<file path="config.mk">
export PLATFORM = sky130hd
export DESIGN_NAME = nf_10g_if_stats_regs
export DESIGN_NICKNAME = d
export VERILOG_FILES = /design/src/rtl/nf_10g_if_stats_regs.sv
export SDC_FILE = /design/constraint.sdc
export NUM_CORES = 1
export LEC_CHECK = 0
export ABC_AREA = 0
export BUFFER_PORTS_ARGS = -buffer_cell sky130_fd_sc_hd__buf_2
export CAP_MARGIN = 30
export CORE_AREA = 3 3 227 229
export CTS_CLUSTER_DIAMETER = 150
export DETAILED_ROUTE_END_ITERATION = 7
export DIE_AREA = 0 0 230 232
export PLACE_DENSITY = 0.41
export SLEW_MARGIN = 5
export SYNTH_ARGS = -nofsm -noshare
export SYNTH_HDL_FRONTEND = slang
export SYNTH_SLANG_ARGS = --single-unit
export TNS_END_PERCENT = 30
</file>
<file path="constraint.sdc">
create_clock -name core_clk -period 5.72 [get_ports core_clk]
set_input_delay 0.286 -clock core_clk [delete_from_list [all_inputs] [get_ports core_clk]]
set_output_delay 0.286 -clock core_clk [all_outputs]
set_load 0.01 [all_outputs]
</file>
<file path="src/rtl/nf_10g_if_stats_regs.sv">
// Per-port AXI4-Lite CSR block for the 10G interface wrapper: ID, scratch, packet counters, MAC/PCS-PMA status.
// Optional feature macro: NF10G_PCSPMA_VECTOR_REGS_EN builds the 14 PCSPMAVEC readback registers.
module nf_10g_if_stats_regs #(
  parameter int C_S_AXI_DATA_WIDTH = 32,
  parameter int C_S_AXI_ADDR_WIDTH = 12
) (
  input  logic                            core_clk,
  input  logic                            rst,
  input  logic [C_S_AXI_ADDR_WIDTH-1:0]   S_AXI_AWADDR,
  input  logic                            S_AXI_AWVALID,
  output logic                            S_AXI_AWREADY,
  input  logic [C_S_AXI_DATA_WIDTH-1:0]   S_AXI_WDATA,
  input  logic [C_S_AXI_DATA_WIDTH/8-1:0] S_AXI_WSTRB,
  input  logic                            S_AXI_WVALID,
  output logic                            S_AXI_WREADY,
  output logic [1:0]                      S_AXI_BRESP,
  output logic                            S_AXI_BVALID,
  input  logic                            S_AXI_BREADY,
  input  logic [C_S_AXI_ADDR_WIDTH-1:0]   S_AXI_ARADDR,
  input  logic                            S_AXI_ARVALID,
  output logic                            S_AXI_ARREADY,
  output logic [C_S_AXI_DATA_WIDTH-1:0]   S_AXI_RDATA,
  output logic [1:0]                      S_AXI_RRESP,
  output logic                            S_AXI_RVALID,
  input  logic                            S_AXI_RREADY,
  input  logic                            m_axis_tvalid,
  input  logic                            m_axis_tready,
  input  logic                            m_axis_tlast,
  input  logic                            s_axis_tvalid,
  input  logic                            s_axis_tready,
  input  logic                            s_axis_tlast,
  input  logic [7:0]                      interface_number,
  input  logic [1:0]                      mac_status_vector,
  input  logic [7:0]                      pcspma_status,
  input  logic [447:0]                    pcspma_status_vector
);

  logic        awready_reg, bvalid_reg, arready_reg, rvalid_reg;
  logic [31:0] rdata_reg;
  logic [31:0] w_reg, d_reg;
  logic [31:0] pktin_reg, pktout_reg;
  logic [7:0]  ifnum_reg;
  logic [1:0]  mac_reg;
  logic [7:0]  pcs_reg;
  logic [31:0] rd_mux;

  logic [4:0]  wr_word, rd_word;
  logic        wr_fire, rd_fire;
  logic        soft_clr, soft_rst;
  logic        pktin_inc, pktout_inc, pktin_clr, pktout_clr;

  assign wr_word  = S_AXI_AWADDR[6:2];
  assign rd_word  = S_AXI_ARADDR[6:2];
  assign wr_fire  = awready_reg & S_AXI_AWVALID & S_AXI_WVALID;
  assign rd_fire  = arready_reg & S_AXI_ARVALID;
  assign soft_clr = wr_fire && (wr_word == 5'd2) && S_AXI_WDATA[0];
  assign soft_rst = wr_fire && (wr_word == 5'd2) && S_AXI_WDATA[4];

  assign pktin_inc  = m_axis_tvalid & m_axis_tready & m_axis_tlast;
  assign pktout_inc = s_axis_tvalid & s_axis_tready & s_axis_tlast;
  assign pktin_clr  = soft_clr | soft_rst | (rd_fire && (rd_word == 5'd6));
  assign pktout_clr = soft_clr | soft_rst | (rd_fire && (rd_word == 5'd7));

  assign S_AXI_AWREADY = awready_reg;
  assign S_AXI_WREADY  = awready_reg;
  assign S_AXI_BVALID  = bvalid_reg;
  assign S_AXI_BRESP   = 2'b00;
  assign S_AXI_ARREADY = arready_reg;
  assign S_AXI_RVALID  = rvalid_reg;
  assign S_AXI_RDATA   = rdata_reg;
  assign S_AXI_RRESP   = 2'b00;

  // AXI4-Lite handshakes: READY is a single-cycle pulse, responses hold until accepted.
  always_ff @(posedge core_clk) begin
    if (rst) begin
      awready_reg <= 1'b0;
      bvalid_reg  <= 1'b0;
      arready_reg <= 1'b0;
      rvalid_reg  <= 1'b0;
      rdata_reg   <= '0;
    end else begin
      awready_reg <= S_AXI_AWVALID & S_AXI_WVALID & ~bvalid_reg & ~awready_reg;
      arready_reg <= S_AXI_ARVALID & ~rvalid_reg & ~arready_reg;
      if (wr_fire)
        bvalid_reg <= 1'b1;
      else if (S_AXI_BREADY)
        bvalid_reg <= 1'b0;
      if (rd_fire) begin
        rvalid_reg <= 1'b1;
        rdata_reg  <= rd_mux;
      end else if (S_AXI_RREADY) begin
        rvalid_reg <= 1'b0;
      end
    end
  end

  // Host scratch words survive the RESET-register soft reset.
  always_ff @(posedge core_clk) begin
    if (rst) begin
      w_reg <= '0;
      d_reg <= '0;
    end else if (wr_fire) begin
      for (int b = 0; b < 4; b++) begin
        if (S_AXI_WSTRB[b] && wr_word == 5'd3) w_reg[8*b +: 8] <= S_AXI_WDATA[8*b +: 8];
        if (S_AXI_WSTRB[b] && wr_word == 5'd4) d_reg[8*b +: 8] <= S_AXI_WDATA[8*b +: 8];
      end
    end
  end

  // Count field wraps to zero and latches bit31 as a sticky overflow flag.
  always_ff @(posedge core_clk) begin
    if (rst || pktin_clr)
      pktin_reg <= '0;
    else if (pktin_inc)
      pktin_reg <= (&pktin_reg[30:0]) ? 32'h8000_0000 : {pktin_reg[31], pktin_reg[30:0] + 31'd1};
  end

  always_ff @(posedge core_clk) begin
    if (rst || pktout_clr)
      pktout_reg <= '0;
    else if (pktout_inc)
      pktout_reg <= (&pktout_reg[30:0]) ? 32'h8000_0000 : {pktout_reg[31], pktout_reg[30:0] + 31'd1};
  end

  always_ff @(posedge core_clk) begin
    if (rst || soft_rst) begin
      ifnum_reg <= '0;
      mac_reg   <= '0;
      pcs_reg   <= '0;
    end else begin
      ifnum_reg <= interface_number;
      mac_reg   <= mac_status_vector;
      pcs_reg   <= pcspma_status;
    end
  end

`ifdef NF10G_PCSPMA_VECTOR_REGS_EN
  logic [31:0] vec_reg [14];
  logic [3:0]  vec_idx;
  logic        unused_bits;

  assign vec_idx     = 4'(rd_word - 5'd10);
  assign unused_bits = ^{S_AXI_AWADDR[C_S_AXI_ADDR_WIDTH-1:7], S_AXI_AWADDR[1:0],
                         S_AXI_ARADDR[C_S_AXI_ADDR_WIDTH-1:7], S_AXI_ARADDR[1:0]};

  always_ff @(posedge core_clk) begin
    for (int n = 0; n < 14; n++) begin
      if (rst || soft_rst) vec_reg[n] <= '0;
      else                 vec_reg[n] <= pcspma_status_vector[32*n +: 32];
    end
  end
`else
  logic unused_bits;

  assign unused_bits = ^{S_AXI_AWADDR[C_S_AXI_ADDR_WIDTH-1:7], S_AXI_AWADDR[1:0],
                         S_AXI_ARADDR[C_S_AXI_ADDR_WIDTH-1:7], S_AXI_ARADDR[1:0],
                         pcspma_status_vector};
`endif

  always_comb begin
    rd_mux = '0;
    case (rd_word)
      5'd0: rd_mux = {4'h1, 4'h0, ifnum_reg, 16'hDA03};
      5'd1: rd_mux = 32'h0000_0001;
      5'd3: rd_mux = ~w_reg;
      5'd4: rd_mux = d_reg;
      5'd5: rd_mux = {24'h0, ifnum_reg};
      5'd6: rd_mux = pktin_reg;
      5'd7: rd_mux = pktout_reg;
      5'd8: rd_mux = {30'h0, mac_reg};
      5'd9: rd_mux = {24'h0, pcs_reg};
      default: begin
`ifdef NF10G_PCSPMA_VECTOR_REGS_EN
        if (rd_word >= 5'd10 && rd_word <= 5'd23) rd_mux = vec_reg[vec_idx];
`endif
      end
    endcase
  end

endmodule

</file>
## Word level (Yosys, flattened, before mapping)

Cells that the tools add are included.

- Register bits: 182
- Bits in read-only memories: 0
- Input bits: 539
- Logic and storage cells: 91
- Latch bits: 0
- RAM bits: 0
- Output and inout port bits: 41
- Memories kept: 0

- Bitwise logic cells: 20
- $add $sub $neg: 2
- $mul: 0
- Equal/unequal tests: 11
- Div/mod/pow operators: 0
- Order comparisons: 0
- Reductions and logical operators: 31
- Shifts and indexed selects: 0
- Multiplexer cells: 7

Operators by type and width:

| kind | number |
|---|---|
| $pmux 32 s9 | 1 |
| $reduce_and 32->1 | 2 |
| $add 31x1->31 const B | 2 |
| $mux 31 | 2 |
| $reduce_and 31->1 | 2 |
| $not 32->32 | 1 |
| $eq 5x3->1 const B | 5 |
| $reduce_and 2->1 | 8 |
| $eq 5x2->1 const B | 3 |
| $logic_and 1x1->1 | 13 |
| $and 1x1->1 | 12 |
| $eq 5x4->1 const B | 2 |
| $eq 5x1->1 const B | 1 |
| $logic_not 5->1 | 1 |
| $mux 1 | 4 |
| $not 1->1 | 4 |
| $reduce_bool 2->1 | 2 |
| $logic_or 1x1->1 | 3 |
| $or 1x1->1 | 3 |

## Longest topological paths before layout

- Depth after elaboration: 7
- Gate-level depth with buffers: 8
- Depth with buffers taken out: 6

## Least setup slack after synthesis

Ideal clock, no wire load.

- Kind: in2reg
- Start point: input port S_AXI_AWADDR[4]
- End point: register pktin_reg[19]
- Library setup time: 0.115 ns
- Cell stages on the path: 7
- Path buffers: 2
- Data arrival time: 1.922 ns
- Slack: 3.683 ns
- Required time: 5.605 ns
- Path through: or4b_1 -> nor4_1 -> a311o_1 -> a41o_1 -> buf_4 -> buf_4 -> nor2_1

- Word-level cells in the longest chain between the ends: 6
- Elaborated cells on any way between the ends: 7
- Those cells by class: eq/ne (1); bitwise (2); reduce/logical (4)

Ends and longest elaborated chain:

| item | line | text |
|---|---|---|
| from (decl) | 9 | `input logic [C_S_AXI_ADDR_WIDTH-1:0] S_AXI_AWADDR,` |
| $eq 5x2->1 (*) | 56, 57 |  |
| $logic_and 1x1->1 (*) | 56, 57 |  |
| $logic_and 1x1->1 (on tied branches) | 56, 57 |  |
| $or 1x1->1 (*) (2 in series) | 61 | `assign pktin_clr = soft_clr \| soft_rst \| (rd_fire && (rd_word == 5'd6));` |
| $logic_or 1x1->1 (*) | 112 | `if (rst \|\| pktin_clr)` |
| to (signal assigned) | 115 | `pktin_reg <= (&pktin_reg[30:0]) ? 32'h8000_0000 : {pktin_reg[31], pktin_reg[30:0] + 31'd1};` |
| to (decl) | 41 | `logic [31:0] pktin_reg, pktout_reg;` |

Every way passes the cells marked *; elsewhere a longest branch is shown, timed or not.
A chain may end at the register's enable or synchronous reset.

## Final worst setup path

- Start point: register pktin_reg[1]
- End point: register pktin_reg[16]

- Word-level cells in the longest chain between the ends: 2
- Elaborated cells on any way between the ends: 3
- Those cells by class: add/sub (1); mux (1); reduce/logical (1)

Ends and longest elaborated chain:

| item | line |
|---|---|
| $add 31x1->31 or $reduce_and 31->1 (tied branches) | 115 |
| $mux 31 (*) | 115 |

Marks and branches as above.

==> run_results.csv <==
group,metric,value,unit
route,dr.pass1.iters,5,
yosys,synth_edf_count,0,
setup_path,critPathRequiredTime,6.07,ns
sta,slew_violations,0,
die,rows,82,
yosys,synth_cell_type_count,65,
global_routing,grt_pass1_wl,44500,um
yosys,async_flop_share,0,
clock_tree,clockBufferDepth,2,
clock_tree,cts_inserted_buffers,17,
yosys,avgSynthCellArea,9.14,sq um
clock_tree,cts-resized-gates,0,
route,drtAntennaViolNets,0,
sta,period_share,0.444,
worst_hold_path,min_to,"ifnum_reg[2]",
setup_path,r2r-start,"pktin_reg[1]",
die,core,49900,sq um
die,io_pins,580,
setup_path,r2r.worst_path.cells,6,
yosys,ys.flop_type,"dfxtp_1",
global_routing,grtUsageTotal,0.112,
power_and_ir_drop,ir_worst_vdd,0.000147,V
yosys,syn_area,8180,sq um
cells_and_area,final_common_cell,"dfxtp_1",
flow_run,maxCapViolations,0,
route,first_iter_violations,459,
clock_tree,root_buffer,"clkbuf_16",
yosys,synthCells,895,
clock_tree,cts_sinks,182,
sta,max_slew_margin,0.356,
yosys,synth_top_family_by_area,"simple AND/OR/NAND/NOR gates",
yosys,yosys_warnings,0,
yosys,synth_seq_cells,182,
route,post-route-drc-count,0,
yosys,yosys.area_share.simple,0.222,
die,die_x,230,um
placement,dp_slack,2.84,ns
route,wl,29700,um
yosys,synth-xor-area-share,0.0567,
clock_tree,htree_levels,4,
global_routing,grt_max_degree,68,
power_and_ir_drop,powerDensity,262,nW/um^2
global_routing,antenna_found_initial,10,
power_and_ir_drop,p_leak,4.05,nW
sta,tightest_slew,0.965,ns
setup_path,critPathMaxFanout,20,
placement,dp_hpwl,22500,um
yosys,yosysSeqAreaShare,0.445,
global_routing,grt.overflow.total,0,
sta,fin_tns_setup,0,ns
worst_hold_path,hold_depth,2,
die,dieHeight,232,um
worst_hold_path,min_from,"interface_number[2]",
route,vias_per_cell,4.09,
route,routed-via-count,6869,
yosys,synth-adder-area-share,0.00306,
route,routedWlPerCell,17.7,um
sta,fmax,394,MHz
sta,worst_slack,3.18,ns
placement,placed_area,9510,sq um
yosys,muxShareOfSynthArea,0.114,
sta,skew,0.0124,ns
cells_and_area,final_core_util,0.203,
setup_path,critical_path.startpoint_type,"flop",
sta,period_needed,2.54,ns
clock_tree,insertion_delay,0.45,ns
power_and_ir_drop,p_total,2.65,mW
cells_and_area,layout-drive-gt1-share,0.174,
yosys,synth_compound_area_frac,0.121,
setup_path,end_kind,"flop",
cells_and_area,layout_common_cells,"dfxtp_1, nor2_1, buf_2",
sta,setup_violations,0,
cells_and_area,syn_to_final_growth,23.6,%
worst_hold_path,hold_class,"in -> reg",
clock_tree,cts.clk_slew.worst_paths,0.08,ns
setup_path,path_class,"reg -> reg",
cells_and_area,final_cell_area,10100,sq um
setup_path,r2r_slack,3.18,ns
die,floorplan.initialDensity,0.164,
placement,gp_congestion,0.801,
die,die_area,53400,sq um
clock_tree,post_cts_buffers,0,
cells_and_area,fin_nets,1536,
setup_path,arrival,2.88,ns
global_routing,grt_pass1_vias,6826,
placement,portBuffers,113,
outcome,status,"complete, no violations",
sta,hold_violations,0,
clock_tree,hold_buffers,0,
clock_tree,cts_tree,"built",
sta,rsz0062_at_grt,"no",
setup_path,rr_endpoint,"pktin_reg[16]",
cell type report:
| class | instances | area [sq um] |
|---|---|---|
| Antenna cell | 2 | 5.00 |
| Clock buffer | 17 | 425 |
| Clock inverter | 14 | 166 |
| Fill cell | 5598 | 39700 |
| Inverter | 18 | 67.6 |
| Multi-Input combinational cell | 645 | 4250 |
| Sequential cell | 182 | 3640 |
| Tap cell | 672 | 841 |
| Timing Repair Buffer | 131 | 722 |
worst max path at each step:
stage                    startpoint              to  slack [ns]  cells after the start
floorplan           S_AXI_AWADDR[4]   pktin_reg[19]        3.68                      7
global placement    S_AXI_AWADDR[4]    pktin_reg[4]        2.75                      7
detailed placement  S_AXI_ARADDR[3]  S_AXI_RDATA[1]        2.84                      7
CTS                    pktin_reg[0]   pktin_reg[16]        3.15                      6
global route           pktin_reg[8]   pktin_reg[16]        2.92                      6
finish                 pktin_reg[1]   pktin_reg[16]        3.18                      6
power breakdown:
group          switching, mW  internal [mW]  total, mW
clock network          0.566          0.654       1.22
logic                 0.0895         0.0518      0.141
registers            0.00955           1.28       1.28
cells by family (layout without fill, tap and decap cells):
logic type | count (synthesis) | count (layout)
other cells | 1 | 6
buf+inv | 71 | 180
compound gates | 123 | 123
xor+xnor | 53 | 53
mux | 93 | 93
fa+ha+maj | 2 | 2
flops | 182 | 182
simple gates | 370 | 370
critical path, stage by stage, from the launching register on:
cell	delay, ns
dfxtp_1	0.46
ha_1	0.26
nand3_1	0.35
nor3_1	0.53
a41o_1	0.55
buf_16	0.21
nor2_1	0.06
layer usage:
metal,track usage,up-vias,share of wire
met5,0,-,0.0022
met4,0.0314,12,0.023
li1,-,3401,-
met2,0.188,135,0.48
met3,0.0366,39,0.051
met1,0.136,3282,0.45
synth_stat cells (7+ instances only):
master,n,area [sq um]
a21oi_1,13,65.1
a222oi_1,8,80.1
a22o_1,16,140
a22oi_1,10,75.1
a2bb2oi_1,12,105
and2_1,22,138
and3_1,10,62.6
buf_4,7,52.6
clkbuf_1,34,128
dfxtp_1,182,3640
inv_1,18,67.6
mux2i_1,93,931
nand2_1,60,225
nand2b_1,16,100
nand3_1,32,160
nand4_1,20,125
nor2_1,147,552
nor3_1,8,40.0
nor4_1,21,131
o221ai_1,10,87.6
o2bb2ai_1,11,96.3
or4_1,8,60.1
xnor2_1,30,263
xor2_1,23,201
stage by stage:
step,std cells,hold slack [ns]
4_1_cts,1678,0.00526
2_1_floorplan,898,0.405
6_report,1681,0.0321
3_3_place_gp,1643,0.432
5_1_grt,1680,0.0104
3_5_place_dp,1647,0.448
Note: power is estimated with default switching activity, not from simulation.
